--- config.mk ---
export PLATFORM = sky130hd
export DESIGN_NAME = pwm_generator_unit_flat
export DESIGN_NICKNAME = d
export VERILOG_FILES = /design/src/rtl/pwm_generator_unit_if.sv /design/src/rtl/pwm_generator_unit.sv /design/src/flat_wrapper.sv
export SDC_FILE = /design/constraint.sdc
export NUM_CORES = 1
export LEC_CHECK = 0
export CORE_MARGIN = 3
export CORE_UTILIZATION = 60
export DETAILED_ROUTE_END_ITERATION = 8
export PLACE_DENSITY = 0.93
export SETUP_SLACK_MARGIN = 0.3
export SYNTH_ARGS = -nofsm -noshare
export SYNTH_HDL_FRONTEND = slang
export SYNTH_SLANG_ARGS = --single-unit
--- constraint.sdc ---
create_clock -name CLK_i -period 6.81 [get_ports CLK_i]
set_clock_uncertainty 0.2 [all_clocks]
set_input_delay 1.0215 -clock CLK_i [delete_from_list [all_inputs] [get_ports CLK_i]]
set_output_delay 1.0215 -clock CLK_i [all_outputs]
set_load 0.01 [all_outputs]
--- src/rtl/pwm_generator_unit_if.sv ---
// Control/output bundle for the PWM generator: enable, duty request and PWM output.
interface pwm_generator_unit_if #(
  parameter int unsigned PWM_RESOLUTION_c = 10
);
  logic                        EN_i;
  logic [PWM_RESOLUTION_c-1:0] PWM_VALUE_i;
  logic                        PWM_o;

  modport master (output EN_i, output PWM_VALUE_i, input PWM_o);
  modport slave  (input EN_i, input PWM_VALUE_i, output PWM_o);
endinterface

--- src/rtl/pwm_generator_unit.sv ---
// Fixed-frequency PWM generator: prescaler, N-bit step counter, double-buffered duty
// and a registered comparator output gated by an enable.
module pwm_generator_unit #(
  parameter int unsigned CLK_FREQ_c       = 100_000_000,
  parameter int unsigned PWM_FREQ_c       = 100,
  parameter int unsigned PWM_RESOLUTION_c = 10
) (
  input logic                 CLK_i,
  input logic                 RESET_n_i,
  pwm_generator_unit_if.slave pwm_io
);

  localparam int unsigned PRESC_c = CLK_FREQ_c / (PWM_FREQ_c * (2 ** PWM_RESOLUTION_c));
  localparam int unsigned PrescW  = (PRESC_c > 1) ? $clog2(PRESC_c) : 1;

  if (PRESC_c < 1) begin : g_presc_check
    $error("pwm_generator_unit: clock too slow for requested PWM frequency and resolution");
  end

  logic [PrescW-1:0]           presc_cnt_q, presc_cnt_d;
  logic [PWM_RESOLUTION_c-1:0] step_cnt_q, step_cnt_d;
  logic [PWM_RESOLUTION_c-1:0] duty_shadow_q, duty_shadow_d;
  logic                        en_prev_q;
  logic                        pwm_q, pwm_d;

  always_comb begin
    presc_cnt_d   = presc_cnt_q;
    step_cnt_d    = step_cnt_q;
    duty_shadow_d = duty_shadow_q;
    pwm_d         = pwm_q;

    if (!pwm_io.EN_i) begin
      // Abandon the period at once; the shadow duty is kept.
      presc_cnt_d = '0;
      step_cnt_d  = '0;
      pwm_d       = 1'b0;
    end else if (!en_prev_q) begin
      presc_cnt_d   = '0;
      step_cnt_d    = '0;
      duty_shadow_d = pwm_io.PWM_VALUE_i;
      pwm_d         = 1'b0;
    end else begin
      if (presc_cnt_q == PrescW'(PRESC_c - 1)) begin
        presc_cnt_d = '0;
        step_cnt_d  = step_cnt_q + 1'b1;
        // Period boundary: the new duty governs the whole next period.
        if (step_cnt_q == '1) begin
          duty_shadow_d = pwm_io.PWM_VALUE_i;
        end
      end else begin
        presc_cnt_d = presc_cnt_q + 1'b1;
      end
      // Compare against the values being loaded so there is no one-period skew.
      pwm_d = (step_cnt_d < duty_shadow_d);
    end
  end

  always_ff @(posedge CLK_i or negedge RESET_n_i) begin
    if (!RESET_n_i) begin
      presc_cnt_q   <= '0;
      step_cnt_q    <= '0;
      duty_shadow_q <= '0;
      en_prev_q     <= 1'b0;
      pwm_q         <= 1'b0;
    end else begin
      presc_cnt_q   <= presc_cnt_d;
      step_cnt_q    <= step_cnt_d;
      duty_shadow_q <= duty_shadow_d;
      en_prev_q     <= pwm_io.EN_i;
      pwm_q         <= pwm_d;
    end
  end

  assign pwm_io.PWM_o = pwm_q;

endmodule

--- src/flat_wrapper.sv ---
// flat-port wrapper written by rule: the top's interface ports become plain ports
module pwm_generator_unit_flat 
#(
  parameter int unsigned CLK_FREQ_c       = 100_000_000,
  parameter int unsigned PWM_FREQ_c       = 100,
  parameter int unsigned PWM_RESOLUTION_c = 10
)
  (CLK_i, RESET_n_i, pwm_io_EN_i, pwm_io_PWM_VALUE_i, pwm_io_PWM_o);
  pwm_generator_unit_if #(.PWM_RESOLUTION_c(PWM_RESOLUTION_c)) pwm_io_i ();
  input logic CLK_i;
  input logic RESET_n_i;
  input wire logic [$bits(pwm_io_i.EN_i)-1:0] pwm_io_EN_i;
  input wire logic [$bits(pwm_io_i.PWM_VALUE_i)-1:0] pwm_io_PWM_VALUE_i;
  output wire logic [$bits(pwm_io_i.PWM_o)-1:0] pwm_io_PWM_o;
  assign pwm_io_i.EN_i = pwm_io_EN_i;
  assign pwm_io_i.PWM_VALUE_i = pwm_io_PWM_VALUE_i;
  assign pwm_io_PWM_o = pwm_io_i.PWM_o;
  pwm_generator_unit #(.CLK_FREQ_c(CLK_FREQ_c), .PWM_FREQ_c(PWM_FREQ_c), .PWM_RESOLUTION_c(PWM_RESOLUTION_c)) u_core (.CLK_i(CLK_i), .RESET_n_i(RESET_n_i), .pwm_io(pwm_io_i));
endmodule
==> reports/qor.tcl <==
set qor(run_status) {finished, final reports clean}
set qor(dpl.hpwl_mm) 2.747
set qor(finalHoldViolations) 0
set qor(globalRouteMet1Util_pct) 29.29
set qor(power_frac_seq_pct) 55.5
set qor(synth.largest_area_cell) {sky130_fd_sc_hd__dfrtp_1}
set qor(worst_setup_path_startpoint) {u_core.presc_cnt_q[0]}
set qor(crit_end) {u_core.pwm_io.PWM_o}
set qor(cp_max_fo) 12
set qor(routed_wire_length_mm) 3.605
set qor(die_width_um) 59.84
set qor(start_kind) {register}
set qor(holdCritPathClass) {reg2reg}
set qor(pwr-share-comb_pct) 13.8
set qor(avgSynthCellArea_um2) 11.37
set qor(fin_hold_ws_ps) 275.4
set qor(clock_tree_root_buffer_cell) {sky130_fd_sc_hd__clkbuf_4}
set qor(area_share_of_the_largest_cell_type_after_synthesis_pct) 46.04
set qor(gpl.final_weighted_congestion) 0.8049
set qor(ff2ff_setup_slack_ps) 3000
set qor(coreArea_um2) 2613
set qor(tritoncts) {yes}
set qor(io-pin-count) 14
set qor(sequential_element_share_of_the_synthesized_area_pct) 46.04
set qor(internal_power_w) 0.0002776
set qor(total_leakage_power_nw) 0.9948
set qor(antennaDiodeCount) 0
set qor(placement_rows) 18
set qor(dr.pass1.iters) 4
set qor(number_of_nets_produced_by_synthesis) 177
set qor(routedWlPerCell_um) 17.94
set qor(setup.worst_path.end_class) {register}
set qor(detailed_place.area_um2) 1891
set qor(cts.path.max_buffers) 2
set qor(grt_pass1_vias) 1308
set qor(cts_setup_buffers) 0
set qor(clk_transition_reported_paths_ps) 100
set qor(yosys_warnings) 0
set qor(layoutNonFillerInstCount) 201
set qor(final_layout_size_suffix_gt1_share_pct) 12.28
set qor(cts_hold_buf) 0
set qor(finalMaxSlewViolations) 0
set qor(irDropWorstVdd_mv) 0.1873
set qor(clock_power_share_pct) 30.8
set qor(clk_lat_worst_skew_ps) 340
set qor(multi_input_area_um2) 903.4
set qor(largest_net_degree_at_the_start_of_global_routing) 33
set qor(nets) 194
set qor(cts.sinks) 32
set qor(post_synth_main_area_contributors) {sky130_fd_sc_hd__dfrtp_1 (46%), sky130_fd_sc_hd__mux2_4 (8.6%), sky130_fd_sc_hd__ha_1 (7.9%)}
set qor(netlist_instances) 153
set qor(max-slew-margin-rel_pct) 58.18
set qor(detail-route-antenna-nets) 0
set qor(total_switching_power_w) 0.00009463
set qor(timing.final.setup_violations) 0
set qor(floorplan.initialDensity_pct) 66.57
set qor(dr_total_vias) 1263
set qor(dpl.cell_count) 193
set qor(ratio_of_total_power_to_cell_area_nw_per_um2) 190.7
set qor(critical_path.reg2reg.startpoint) {u_core.presc_cnt_q[0]}
set qor(data_required_time_of_the_critical_path_ps) 6870
set qor(drv.max_cap_violation_count) 0
set qor(wire_length_of_the_first_global_routing_pass_mm) 6.147
set qor(post-route-period-util_pct) 55.93
set qor(r2r-end) {u_core.pwm_io.PWM_o}
set qor(placement.io_buffers) 13
set qor(globalRouteTotalUtil_pct) 24.01
set qor(global_route.usage.met3_pct) 7.343
set qor(rsz_0062_raised_after_global_routing) {no}
set qor(drt-vias-per-instance) 6.284
set qor(cp.arrival_ps) 3870
set qor(cts_resized) 0
set qor(syn2layout_area_growth_pct) 12.23
set qor(fill_cells) 159
set qor(dieHeight_um) 59.84
set qor(floorplan.die_area_um2) 3581
set qor(detail_route.iter0.violations) 34
set qor(fin_util_pct) 74.71
set qor(fin_setup_tns_ps) 0
set qor(netlist_area_um2) 1739
set qor(detail_route.drc_violations) 0
set qor(finalInstanceArea_um2) 1952
set qor(area.sequential_um2) 800.8
set qor(cts.htree.levels) 2
set qor(yosys_register_bits) 32
set qor(worstSetupPathType) {reg2reg}
set qor(globalRouteMet2Util_pct) 37.50
set qor(grt_busiest_layer) {met2}
set qor(worst_slew_pin_tran_ps) 627.3
set qor(rr_worst_depth) 11
set qor(yosys.cell_types.count) 29
set qor(numCtsBuffers) 5
set qor(swShare_pct) 25.43
set qor(initial_antenna_violation_count) 0
set qor(grt_overflow_total) 0
set qor(final.min_clock_period_ps) 3809
set qor(fmaxAchievable_mhz) 262.6
## metrics by stage
| stage | power, W | setup WS [ps] |
|---|---|---|
| 6_report | 0.0003722 | 3001 |
| 5_1_grt | 0.0003899 | 2789 |
| 4_1_cts | 0.0003751 | 3059 |
| 3_5_place_dp | 0.0002612 | 3099 |
| 3_3_place_gp | 0.0002564 | 3307 |
| 2_1_floorplan | 0.0002394 | 3921 |
## registers in the layout (all words and copies together), names as in the netlist
register and cells:
u_core.presc_cnt_q 10, u_core.en_prev_q 1, u_core.duty_shadow_q 10, u_core.pwm_io.PWM_o 1, u_core.step_cnt_q 10
## cells in the final DEF (no fill, tap or decap), types with 5 or more instances in the layout
master                            instances
sky130_fd_sc_hd__mux2i_1                 10
sky130_fd_sc_hd__nor2_1                  15
sky130_fd_sc_hd__xnor2_1                  8
sky130_fd_sc_hd__nand3_1                  7
sky130_fd_sc_hd__dfrtp_1                 32
sky130_fd_sc_hd__and3_1                   6
sky130_fd_sc_hd__clkdlybuf4s50_1         13
sky130_fd_sc_hd__clkbuf_4                 5
sky130_fd_sc_hd__mux2_4                  10
sky130_fd_sc_hd__ha_1                    11
sky130_fd_sc_hd__nand2_1                  6
sky130_fd_sc_hd__nor2b_1                  9
sky130_fd_sc_hd__xor2_1                   9
## kinds of logic after synthesis
family                   share of synthesized area [%]
adder cells (fa/ha/maj)                          7.914
AND/OR/NAND/NOR                                  16.69
buffers and inverters                            2.014
flip-flops                                       46.04
AO/OA/AOI/OAI                                    3.741
multiplexers                                     15.04
XOR/XNOR                                         8.562
## cell usage after synthesis
| library cell | n |
|---|---|
| sky130_fd_sc_hd__a211oi_1 | 1 |
| sky130_fd_sc_hd__a21bo_1 | 1 |
| sky130_fd_sc_hd__a21oi_1 | 2 |
| sky130_fd_sc_hd__and3_1 | 6 |
| sky130_fd_sc_hd__and3_2 | 1 |
| sky130_fd_sc_hd__buf_2 | 1 |
| sky130_fd_sc_hd__buf_6 | 1 |
| sky130_fd_sc_hd__clkbuf_1 | 2 |
| sky130_fd_sc_hd__dfrtp_1 | 32 |
| sky130_fd_sc_hd__ha_1 | 11 |
| sky130_fd_sc_hd__inv_1 | 3 |
| sky130_fd_sc_hd__mux2_2 | 1 |
| sky130_fd_sc_hd__mux2_4 | 10 |
| sky130_fd_sc_hd__mux2i_1 | 10 |
| sky130_fd_sc_hd__nand2_1 | 6 |
| sky130_fd_sc_hd__nand3_1 | 7 |
| sky130_fd_sc_hd__nand4_1 | 4 |
| sky130_fd_sc_hd__nor2_1 | 15 |
| sky130_fd_sc_hd__nor2b_1 | 9 |
| sky130_fd_sc_hd__nor3_1 | 2 |
| sky130_fd_sc_hd__nor3b_1 | 1 |
| sky130_fd_sc_hd__nor4_1 | 4 |
| sky130_fd_sc_hd__o2111ai_1 | 1 |
| sky130_fd_sc_hd__o211ai_1 | 2 |
| sky130_fd_sc_hd__o21a_1 | 1 |
| sky130_fd_sc_hd__o22ai_1 | 1 |
| sky130_fd_sc_hd__or4_1 | 1 |
| sky130_fd_sc_hd__xnor2_1 | 8 |
| sky130_fd_sc_hd__xor2_1 | 9 |
## worst max-delay path, stage by stage, from the launching register on
cell and delay (ps):
sky130_fd_sc_hd__dfrtp_1 380, sky130_fd_sc_hd__ha_1 190, sky130_fd_sc_hd__and3_2 210, sky130_fd_sc_hd__nand4_1 430, sky130_fd_sc_hd__or4_1 860, sky130_fd_sc_hd__mux2i_1 280, sky130_fd_sc_hd__ha_1 280, sky130_fd_sc_hd__a211oi_1 270
sky130_fd_sc_hd__o211ai_1 120, sky130_fd_sc_hd__o2111ai_1 170, sky130_fd_sc_hd__nand4_1 130, sky130_fd_sc_hd__o22ai_1 170
## worst min path at each step
stage	start	to	slack, ps	depth (start not counted)
2_1_floorplan	u_core.presc_cnt_q[0]	u_core.presc_cnt_q[0]	230	1
3_3_place_gp	u_core.presc_cnt_q[0]	u_core.presc_cnt_q[0]	240	1
3_5_place_dp	u_core.presc_cnt_q[0]	u_core.presc_cnt_q[0]	250	1
4_1_cts	u_core.presc_cnt_q[0]	u_core.presc_cnt_q[0]	270	1
5_1_grt	u_core.presc_cnt_q[0]	u_core.presc_cnt_q[0]	310	1
6_report	u_core.presc_cnt_q[0]	u_core.presc_cnt_q[0]	280	1
## power groups by stage
stage / Combinational, W / Sequential (W) / Clock (W)
detailed placement: 0.0000512 / 0.000210 / 0
floorplan: 0.0000314 / 0.000208 / 0
global placement: 0.0000476 / 0.000209 / 0
global route: 0.0000563 / 0.000208 / 0.000126
finish: 0.0000512 / 0.000206 / 0.000114
CTS: 0.0000515 / 0.000206 / 0.000117
## layer usage
| layer | part of all wire, % | up-vias |
|---|---|---|
| li1 | - | 575 |
| met1 | 40 | 633 |
| met2 | 50 | 44 |
| met3 | 8.2 | 11 |
| met4 | 2.7 | 0 |
| met5 | 0 | - |
## area by class of cell
class                      count  area share (%)
timing repair buffer          14           7.051
multi-input combinational    114           46.28
sequential                    32           41.03
clock buffer                   6           2.628
clock inverter                 2          0.5128
inverter                       3          0.5769
tap                           30           1.923
(Power assumes the default switching activity.)
